**config.mk**
```make
export PLATFORM = sky130hd
export DESIGN_NAME = shift_concat
export DESIGN_NICKNAME = d
export VERILOG_FILES = /design/src/rtl/shift_concat.sv
export SDC_FILE = /design/constraint.sdc
export NUM_CORES = 1
export LEC_CHECK = 0
export CELL_PAD_IN_SITES_DETAIL_PLACEMENT = 0
export CELL_PAD_IN_SITES_GLOBAL_PLACEMENT = 2
export CORE_UTILIZATION = 36
export CTS_CLUSTER_SIZE = 8
export DETAILED_ROUTE_END_ITERATION = 12
export PLACE_DENSITY = 0.86
export SKIP_LAST_GASP = 1
export SLEW_MARGIN = 20
export SYNTH_ARGS = -nofsm -noshare
export SYNTH_HDL_FRONTEND = slang
export SYNTH_SLANG_ARGS = --single-unit
export TNS_END_PERCENT = 10
```
**constraint.sdc**
```tcl
create_clock -name clk -period 17.1 [get_ports clk]
set_clock_uncertainty 0.15 [all_clocks]
set_input_delay 2.565 -clock clk [delete_from_list [all_inputs] [get_ports clk]]
set_output_delay 2.565 -clock clk [all_outputs]
set_load 0.01 [all_outputs]
```
**src/rtl/shift_concat.sv**
```systemverilog
// ---------------------------------------------------------------------------
// shift_concat
//
// Packs variable-width compressed chunks (1..OUT_W valid bits per beat,
// right-aligned in in_data) into contiguous OUT_W-bit words, MSB-first.
// The oldest bit of each word lands at out_data[OUT_W-1].
//
// Bits that do not yet fill a word are held in a left-justified residual
// register. A dump request flushes them as a zero-padded partial word.
// If the dump arrives with 64 or more bits available, the flush takes
// two cycles: a full word first, then the remainder from the FLUSH state.
//
// Ports:
//   clk        system clock; all logic is on the rising edge
//   rst        synchronous, active-low reset
//   stall      freezes all state while high
//   in_data    chunk; valid bits are in in_data[valid_bits-1:0]
//   valid_bits number of valid bits in in_data (legal 0..OUT_W)
//   in_valid   in_data/valid_bits are valid this cycle
//   dump       flush request (one-cycle pulse)
//   in_rdy     block can accept a chunk this cycle
//   out_data   packed word, oldest bit at the MSB
//   out_bits   valid bits in out_data (OUT_W for full words, fewer when flushing)
//   scon_done  one-cycle pulse: out_data/out_bits newly valid
//   dump_done  one-cycle pulse: flush complete, accumulator empty
//   err        sticky: valid_bits > OUT_W seen on an offered chunk
// ---------------------------------------------------------------------------
module shift_concat #(
  parameter int OUT_W = 64,
  parameter int CNT_W = 7
) (
  input  logic             clk,
  input  logic             rst,
  input  logic             stall,
  input  logic [OUT_W-1:0] in_data,
  input  logic [CNT_W-1:0] valid_bits,
  input  logic             in_valid,
  input  logic             dump,
  output logic             in_rdy,
  output logic [OUT_W-1:0] out_data,
  output logic [CNT_W-1:0] out_bits,
  output logic             scon_done,
  output logic             dump_done,
  output logic             err
);

  localparam logic ACCUM = 1'b0;
  localparam logic FLUSH = 1'b1;

  localparam int W2   = 2 * OUT_W;
  localparam int SH_W = CNT_W + 1;

  localparam logic [CNT_W-1:0] FULL_CNT = CNT_W'(OUT_W);

  logic             state_reg;
  logic [OUT_W-1:0] res_reg;   // left-justified residual, bits below cnt are zero
  logic [CNT_W-1:0] cnt_reg;

  logic             legal;
  logic             bad;
  logic             accept;
  logic [CNT_W-1:0] n_eff;
  logic [OUT_W-1:0] mask;
  logic [OUT_W-1:0] chunk;
  logic [SH_W-1:0]  sh;
  logic [W2-1:0]    merged;
  logic [CNT_W-1:0] total;
  logic             full;

  assign in_rdy = (state_reg == ACCUM);

  always_comb begin
    legal  = (valid_bits != '0) && (valid_bits <= FULL_CNT);
    bad    = (valid_bits > FULL_CNT);
    accept = in_valid & in_rdy & ~stall & legal;
    n_eff  = accept ? valid_bits : '0;
    // Keep only the valid low bits so that zero padding stays clean.
    mask   = legal ? ({OUT_W{1'b1}} >> (FULL_CNT - valid_bits)) : '0;
    chunk  = accept ? (in_data & mask) : '0;
    // Place the chunk in a double-width window so that its MSB sits directly
    // below the last residual bit: shift = 2*OUT_W - cnt - n.
    sh     = SH_W'(W2) - {1'b0, cnt_reg} - {1'b0, n_eff};
    merged = {res_reg, {OUT_W{1'b0}}} | ({{OUT_W{1'b0}}, chunk} << sh);
    // cnt <= OUT_W-1 and n <= OUT_W, so the sum fits in CNT_W bits.
    total  = cnt_reg + n_eff;
    full   = (total >= FULL_CNT);
  end

  always_ff @(posedge clk) begin
    if (!rst) begin
      state_reg <= ACCUM;
      res_reg   <= '0;
      cnt_reg   <= '0;
      out_data  <= '0;
      out_bits  <= '0;
      scon_done <= 1'b0;
      dump_done <= 1'b0;
      err       <= 1'b0;
    end else if (stall) begin
      scon_done <= 1'b0;
      dump_done <= 1'b0;
    end else begin
      scon_done <= 1'b0;
      dump_done <= 1'b0;
      if (state_reg == ACCUM) begin
        if (in_valid && bad) begin
          err <= 1'b1;
        end
        if (full) begin
          out_data  <= merged[W2-1:OUT_W];
          out_bits  <= FULL_CNT;
          scon_done <= 1'b1;
          res_reg   <= merged[OUT_W-1:0];
          cnt_reg   <= total - FULL_CNT;
          // The remainder of a flush goes out on the next cycle.
          if (dump) begin
            state_reg <= FLUSH;
          end
        end else if (dump) begin
          if (total != '0) begin
            out_data  <= merged[W2-1:OUT_W];
            out_bits  <= total;
            scon_done <= 1'b1;
          end
          dump_done <= 1'b1;
          res_reg   <= '0;
          cnt_reg   <= '0;
        end else begin
          res_reg <= merged[W2-1:OUT_W];
          cnt_reg <= total;
        end
      end else begin
        // FLUSH: in_valid and dump are ignored here.
        if (cnt_reg != '0) begin
          out_data  <= res_reg;
          out_bits  <= cnt_reg;
          scon_done <= 1'b1;
        end
        dump_done <= 1'b1;
        res_reg   <= '0;
        cnt_reg   <= '0;
        state_reg <= ACCUM;
      end
    end
  end

endmodule

```
==> impl_metrics.env, run 1 <==
export IMPL_grt_pass1_vias=17507
export IMPL_final_nets=2237
export IMPL_pwr_share_clk_pct=24.7
export IMPL_crit_path_end_kind="flip-flop"
export IMPL_p_sw_w=0.000758
export IMPL_htreeDepth=4
export IMPL_critPathTopFamily="simple AND/OR/NAND/NOR gates"
export IMPL_switching_share_pct=48.6
export IMPL_p_per_area_nw_per_um2=90.4
export IMPL_port_buffers=150
export IMPL_cts_resized=0
export IMPL_drtAntennaViolNets=0
export IMPL_die_h_um=205
export IMPL_criticalPathCategory="in2reg"
export IMPL_startpoint_type="input pin"
export IMPL_hold_violations=0
export IMPL_rr_worst_depth=19
export IMPL_syn_to_final_growth_pct=16.8
export IMPL_synth_main_ff_cell="dfxtp_1"
export IMPL_path_cells="clkdlybuf4s50_1 > inv_1 > ha_1 > or3b_1 > o31a_1 > buf_4 > a21boi_1 > nand2_1 > ha_1 > xnor2_1 > o21ai_0 > a221o_1 > xnor2_2 > buf_4 > nand4_1 > nor2_1 > buf_4 > nand2_1 > nor2_1 > nand2_1 > o21ai_0"
export IMPL_grt_max_degree=78
export IMPL_wl_per_cell_um=32.5
export IMPL_synth_seq_cells=146
export IMPL_synthesis_nets=2203
export IMPL_root_buffer="clkbuf_16"
export IMPL_internal_power_w=0.000802
export IMPL_r2r_slack_ps=8800
export IMPL_synthDistinctLibCells=98
export IMPL_ctsHoldBuffers=0
export IMPL_syn_cell_area_um2=14800
export IMPL_outcome="finished, final reports clean"
export IMPL_cts_num_sinks=146
export IMPL_drt_drc_violations_left=0
export IMPL_crit_buf_inv=5
export IMPL_avgSynthCellArea_um2=7.05
export IMPL_vias=18926
export IMPL_drive_above_1_share_pct=7.55
export IMPL_worst_path_stages=21
export IMPL_slew_viol_final=0
export IMPL_comb_power_share_pct=51.2
export IMPL_drt_iter0_drc=2982
export IMPL_slowest_stage="nor2_1"
export IMPL_fin_crit_sh_pct=64.5
export IMPL_dpl_hpwl_mm=65.2
export IMPL_clock_latency_ps=450
export IMPL_post_cts_buffers=0
export IMPL_dieArea_um2=41900
export IMPL_maxCapViolCount=0
export IMPL_grt_pass1_wl_mm=125
export IMPL_p_leak_nw=5.89
export IMPL_cts_buffers=17
export IMPL_clkSlewWorstSetupHoldPaths_ps=70
export IMPL_die_width_um=205
export IMPL_vias_per_cell=7.09
export IMPL_grt_setup_unrepaired="false"
export IMPL_p_seq_share_pct=24.1
export IMPL_start_util_pct=36.9
export IMPL_vdd_drop_max_v=0.0000720
export IMPL_p_total_w=0.00156
export IMPL_gp_congestion=1.04
export IMPL_cp_slowest_stage_delay_ps=1000
export IMPL_synth_edf_count=0
export IMPL_antenna_found_initial=2
export IMPL_crit_arrival_ps=11260
export IMPL_seq_area_frac_synth_pct=19.8
export IMPL_grt_overflow=0
export IMPL_setup_viol=0
export IMPL_reg2reg_to="res_reg[6]"
export IMPL_cts_max_path_buffers=2
export IMPL_place_ws_ps=5790
export IMPL_drt_first_pass_iters=7
export IMPL_cp_required_ps=17320
export IMPL_relSlewSlack_pct=16.0
export IMPL_fin_ws_ps=6070
export IMPL_cts_tree="done"
export IMPL_worst_pin_slew_ps=1260
export IMPL_reg2reg_from="state_reg"
export IMPL_synthArstFlopShare_pct=0
export IMPL_worstPathMaxFanout=46
export IMPL_track_usage_pct=41.1
export IMPL_antenna_cells=0
export IMPL_syn_inst=2099
export IMPL_crit_end="res_reg[6]"
export IMPL_routed_wirelength_mm=86.8
export IMPL_hold_path_class="reg2reg"
export IMPL_startpoint="valid_bits[0]"
export IMPL_synth_warnings=0
export IMPL_final_setup_tns_ps=0
export IMPL_clock_fmax_mhz=90.6
export IMPL_core_area_um2=40100
export IMPL_io_pin_count=151
export IMPL_post_route_min_period_ps=11030
export IMPL_num_rows=73
==> Yosys cell counts (17+ instances only) <==
cell type	n	share of area, %
a211o_1	17	1.0
a211oi_1	58	2.9
a21oi_1	154	5.2
a221oi_1	18	1.1
a22oi_1	35	1.8
a31oi_1	22	0.93
and2_1	17	0.72
and3_1	26	1.1
clkbuf_1	148	3.8
dfxtp_1	146	20
ha_1	25	2.1
inv_1	35	0.89
mux2i_1	26	1.8
nand2_1	182	4.6
nand2b_1	18	0.76
nand3_1	57	1.9
nand4_1	29	1.2
nor2_1	241	6.1
nor3_1	79	2.7
nor3b_1	22	1.1
o211ai_1	38	1.9
o21ai_0	181	6.1
o221ai_1	43	2.5
o22ai_1	46	1.9
o31ai_1	27	1.4
o32ai_1	30	1.8
==> worst reg2reg max path: cells and delay by family, from the launching register on <==
kind,cells,cell delay (ps)
AOI/OAI and AO/OA,5,1760
buffers and inverters,4,1320
DFF,1,300
and+or+nand+nor,7,3520
adders and majority gates,1,420
xor gates and xnor gates,2,740
==> power by group through the flow <==
stage	Sequential [W]	Combinational, W	Clock, W
after floorplan	0.000385	0.000440	0
after global placement	0.000382	0.000763	0
after detailed placement	0.000382	0.000758	0
after CTS	0.000375	0.000760	0.000389
after global routing	0.000378	0.000826	0.000403
final	0.000376	0.000799	0.000386
==> layout by cell type, fill, tap and decap left out, types with 51 or more instances in the layout <==
| cell | count |
|---|---|
| buf_4 | 51 |
| o21ai_0 | 181 |
| nor3_1 | 79 |
| nand2_1 | 182 |
| nand3_1 | 57 |
| dfxtp_1 | 146 |
| nor2_1 | 240 |
| clkdlybuf4s50_1 | 149 |
| a211oi_1 | 58 |
| a21oi_1 | 154 |
==> metal layers <==
| layer | up-vias | global-route usage (%) | part of all wire (%) |
|---|---|---|---|
| met5 | - | 0 | 0.015 |
| met4 | 2 | 18.0 | 4.8 |
| met3 | 218 | 11.2 | 11 |
| met2 | 1303 | 60.0 | 42 |
| met1 | 9130 | 55.8 | 42 |
| li1 | 8273 | - | - |
==> through the flow <==
| step | instances | area [µm²] | utilization [%] | hold slack (ps) |
|---|---|---|---|---|
| 2_1_floorplan | 2099 | 14800 | - | 275 |
| 3_3_place_gp | 2639 | 16700 | 41.6 | 294 |
| 3_5_place_dp | 2639 | 16700 | 41.6 | 304 |
| 4_1_cts | 2671 | 17300 | 43.1 | 321 |
| 5_1_grt | 2671 | 17300 | 43.1 | 339 |
| 6_report | 2671 | 17300 | 43.1 | 315 |
==> kinds of logic (layout without fill, tap and decap cells) <==
family                   Yosys count  after routing  synth area share [%]
buffers and inverters            225            272                  6.16
XOR/XNOR                          22             22                  1.43
AND/OR/NAND/NOR                  732            732                  23.2
multiplexers                      43             43                  3.59
flip-flops                       146            146                  19.8
AO/OA/AOI/OAI                    903            903                  43.3
adder cells (fa/ha/maj)           28             28                  2.52
==> worst min-delay path by stage <==
| stage | startpoint | endpoint | slack [ps] | cells past startpoint |
|---|---|---|---|---|
| 2_1_floorplan | res_reg[49] | res_reg[49] | 270 | 2 |
| 4_1_cts | res_reg[62] | res_reg[62] | 320 | 2 |
| 3_5_place_dp | res_reg[13] | res_reg[13] | 300 | 2 |
| 6_report | out_data[47] | out_data[47] | 320 | 2 |
| 3_3_place_gp | res_reg[49] | res_reg[49] | 290 | 2 |
| 5_1_grt | out_data[47] | out_data[47] | 340 | 2 |
==> layout make-up <==
| class | count | area (µm²) |
|---|---|---|
| flip-flops and latches | 146 | 2920 |
| clock buffers | 18 | 429 |
| well taps | 525 | 657 |
| fillers | 4188 | 22800 |
| inverters | 39 | 146 |
| repair buffers | 201 | 1880 |
| multi-input cells | 1728 | 11100 |
| clock inverters | 14 | 154 |
Note: power is estimated with default switching activity, not from simulation.
==> run 2: changes to the inputs <==
--- a/config.mk
+++ b/config.mk
@@ -7,10 +7,10 @@
 export LEC_CHECK = 0
 export CELL_PAD_IN_SITES_DETAIL_PLACEMENT = 0
 export CELL_PAD_IN_SITES_GLOBAL_PLACEMENT = 2
-export CORE_UTILIZATION = 36
+export CORE_UTILIZATION = 33
 export CTS_CLUSTER_SIZE = 8
 export DETAILED_ROUTE_END_ITERATION = 12
-export PLACE_DENSITY = 0.86
+export PLACE_DENSITY = 0.79
 export SKIP_LAST_GASP = 1
 export SLEW_MARGIN = 20
 export SYNTH_ARGS = -nofsm -noshare
==> constraint.sdc (replaced) <==
create_clock -name clk -period 11.2 [get_ports clk]
set_clock_uncertainty 0.15 [all_clocks]
set_input_delay 1.68 -clock clk [delete_from_list [all_inputs] [get_ports clk]]
set_output_delay 1.68 -clock clk [all_outputs]
set_load 0.01 [all_outputs]
==> impl_metrics.env, run 2 (synthesized netlist as in run 1, its figures left out) <==
export IMPL_outcome="finished, final reports clean"
export IMPL_startpoint_type="input pin"
export IMPL_cts_num_sinks=146
export IMPL_core_area_um2=44200
export IMPL_finalInstanceArea_um2=17600
export IMPL_grt_setup_unrepaired="false"
export IMPL_root_buffer="clkbuf_16"
export IMPL_worst_pin_slew_ps=1160
export IMPL_criticalPathCategory="in2reg"
export IMPL_dpl_hpwl_mm=69.1
export IMPL_vdd_drop_max_v=0.0000926
export IMPL_syn_to_final_growth_pct=18.8
export IMPL_worstPathMaxFanout=43
export IMPL_final_nets=2258
export IMPL_clock_latency_ps=450
export IMPL_wl_per_cell_um=33.2
export IMPL_post_cts_buffers=0
export IMPL_slew_viol_final=0
export IMPL_drt_drc_violations_left=0
export IMPL_gp_congestion=1.04
export IMPL_cts_resized=0
export IMPL_cts_tree="done"
export IMPL_drive_above_1_share_pct=8.31
export IMPL_dpl_cell_area_um2=17000
export IMPL_p_per_area_nw_per_um2=139
export IMPL_hp_start="res_reg[49]"
export IMPL_die_h_um=214
export IMPL_start_util_pct=33.4
export IMPL_relSlewSlack_pct=21.9
export IMPL_die_width_um=214
export IMPL_mostFrequentLayoutCells="nor2_1, nand2_1, o21ai_0"
export IMPL_routed_wirelength_mm=91.5
export IMPL_p_leak_nw=6.01
export IMPL_vias=19364
export IMPL_clkSlewWorstSetupHoldPaths_ps=60
export IMPL_grt_pass1_wl_mm=131
export IMPL_antenna_found_initial=0
export IMPL_final_common_cell="nor2_1"
export IMPL_grt_overflow=0
export IMPL_cts_buffers=17
export IMPL_cts_max_path_buffers=2
export IMPL_track_usage_pct=39.9
export IMPL_hold_violations=0
export IMPL_antenna_cells=0
export IMPL_grt_pass1_vias=18041
export IMPL_maxCapViolCount=0
export IMPL_cp_required_ps=11360
export IMPL_post_route_min_period_ps=9160
export IMPL_num_rows=77
export IMPL_crit_arrival_ps=9330
export IMPL_ctsHoldBuffers=0
export IMPL_vias_per_cell=7.02
export IMPL_fin_crit_sh_pct=81.8
export IMPL_dieArea_um2=45700
export IMPL_startpoint="valid_bits[1]"
export IMPL_drtAntennaViolNets=0
export IMPL_crit_path_end_kind="flip-flop"
export IMPL_hold_path_class="reg2reg"
export IMPL_clock_fmax_mhz=109
export IMPL_drt_first_pass_iters=8
export IMPL_drt_iter0_drc=3064
export IMPL_htreeDepth=4
export IMPL_io_pin_count=151
export IMPL_reg2reg_from="state_reg"
export IMPL_setup_viol=0
export IMPL_port_buffers=150
export IMPL_grt_max_degree=70
export IMPL_final_setup_tns_ps=0
run 2: where the power goes:
part           switching (W)  leakage (nW)  internal [W]  total [W]
combinational       0.000889          4.54      0.000358    0.00125
sequential         0.0000220          1.18      0.000552   0.000574
clock               0.000249         0.286      0.000373   0.000621
total                0.00116          6.01       0.00128    0.00244
run 2: metrics by stage:
step / cells / utilization, % / total power [W] / setup slack, ps / hold slack [ps]
after floorplan: 2099 / - / 0.00126 / 3830 / 275
after global placement: 2727 / 38.3 / 0.00178 / 1230 / 291
after detailed placement: 2727 / 38.3 / 0.00177 / 1780 / 292
after CTS: 2758 / 39.7 / 0.00239 / 2260 / 307
after global routing: 2758 / 39.8 / 0.00252 / 1630 / 349
final: 2758 / 39.8 / 0.00244 / 2040 / 311
run 2: cell type report:
type | count | area [µm²]
Fill cell | 4707 | 26600
Multi-Input combinational cell | 1728 | 11100
Sequential cell | 146 | 2920
Timing Repair Buffer | 222 | 2060
Tap cell | 592 | 741
Clock buffer | 19 | 433
Clock inverter | 12 | 181
Inverter | 39 | 146
run 2: path summary, 6_finish.rpt:
kind                  end  slack, ps  depth (start not counted)
max          out_data[41]       2040                         21
min           res_reg[49]        310                          2
max reg2reg  out_data[41]       3530                         18
min reg2reg   res_reg[49]        310                          2
run 2: metal layers:
metal	GRT usage, %	share of wire (%)	routed length, µm
met5	0	0	0
met4	17.1	4.7	4260
met3	8.25	11	10100
met2	60.2	43	39200
met1	54.8	41	37900
run 2: critical path: stages:
cell and delay (ps):
clkdlybuf4s50_1 640, inv_1 230, ha_1 400, nor3b_1 480, o21ai_0 170, a21boi_1 400, and2_1 270, ha_1 250
inv_1 60, ha_2 160, inv_1 50, fa_2 740, buf_4 500, nand2_1 590, buf_4 380, o32ai_1 280
a211oi_1 180, mux2i_1 470, o221ai_1 370, a2111oi_2 820, a21oi_1 150
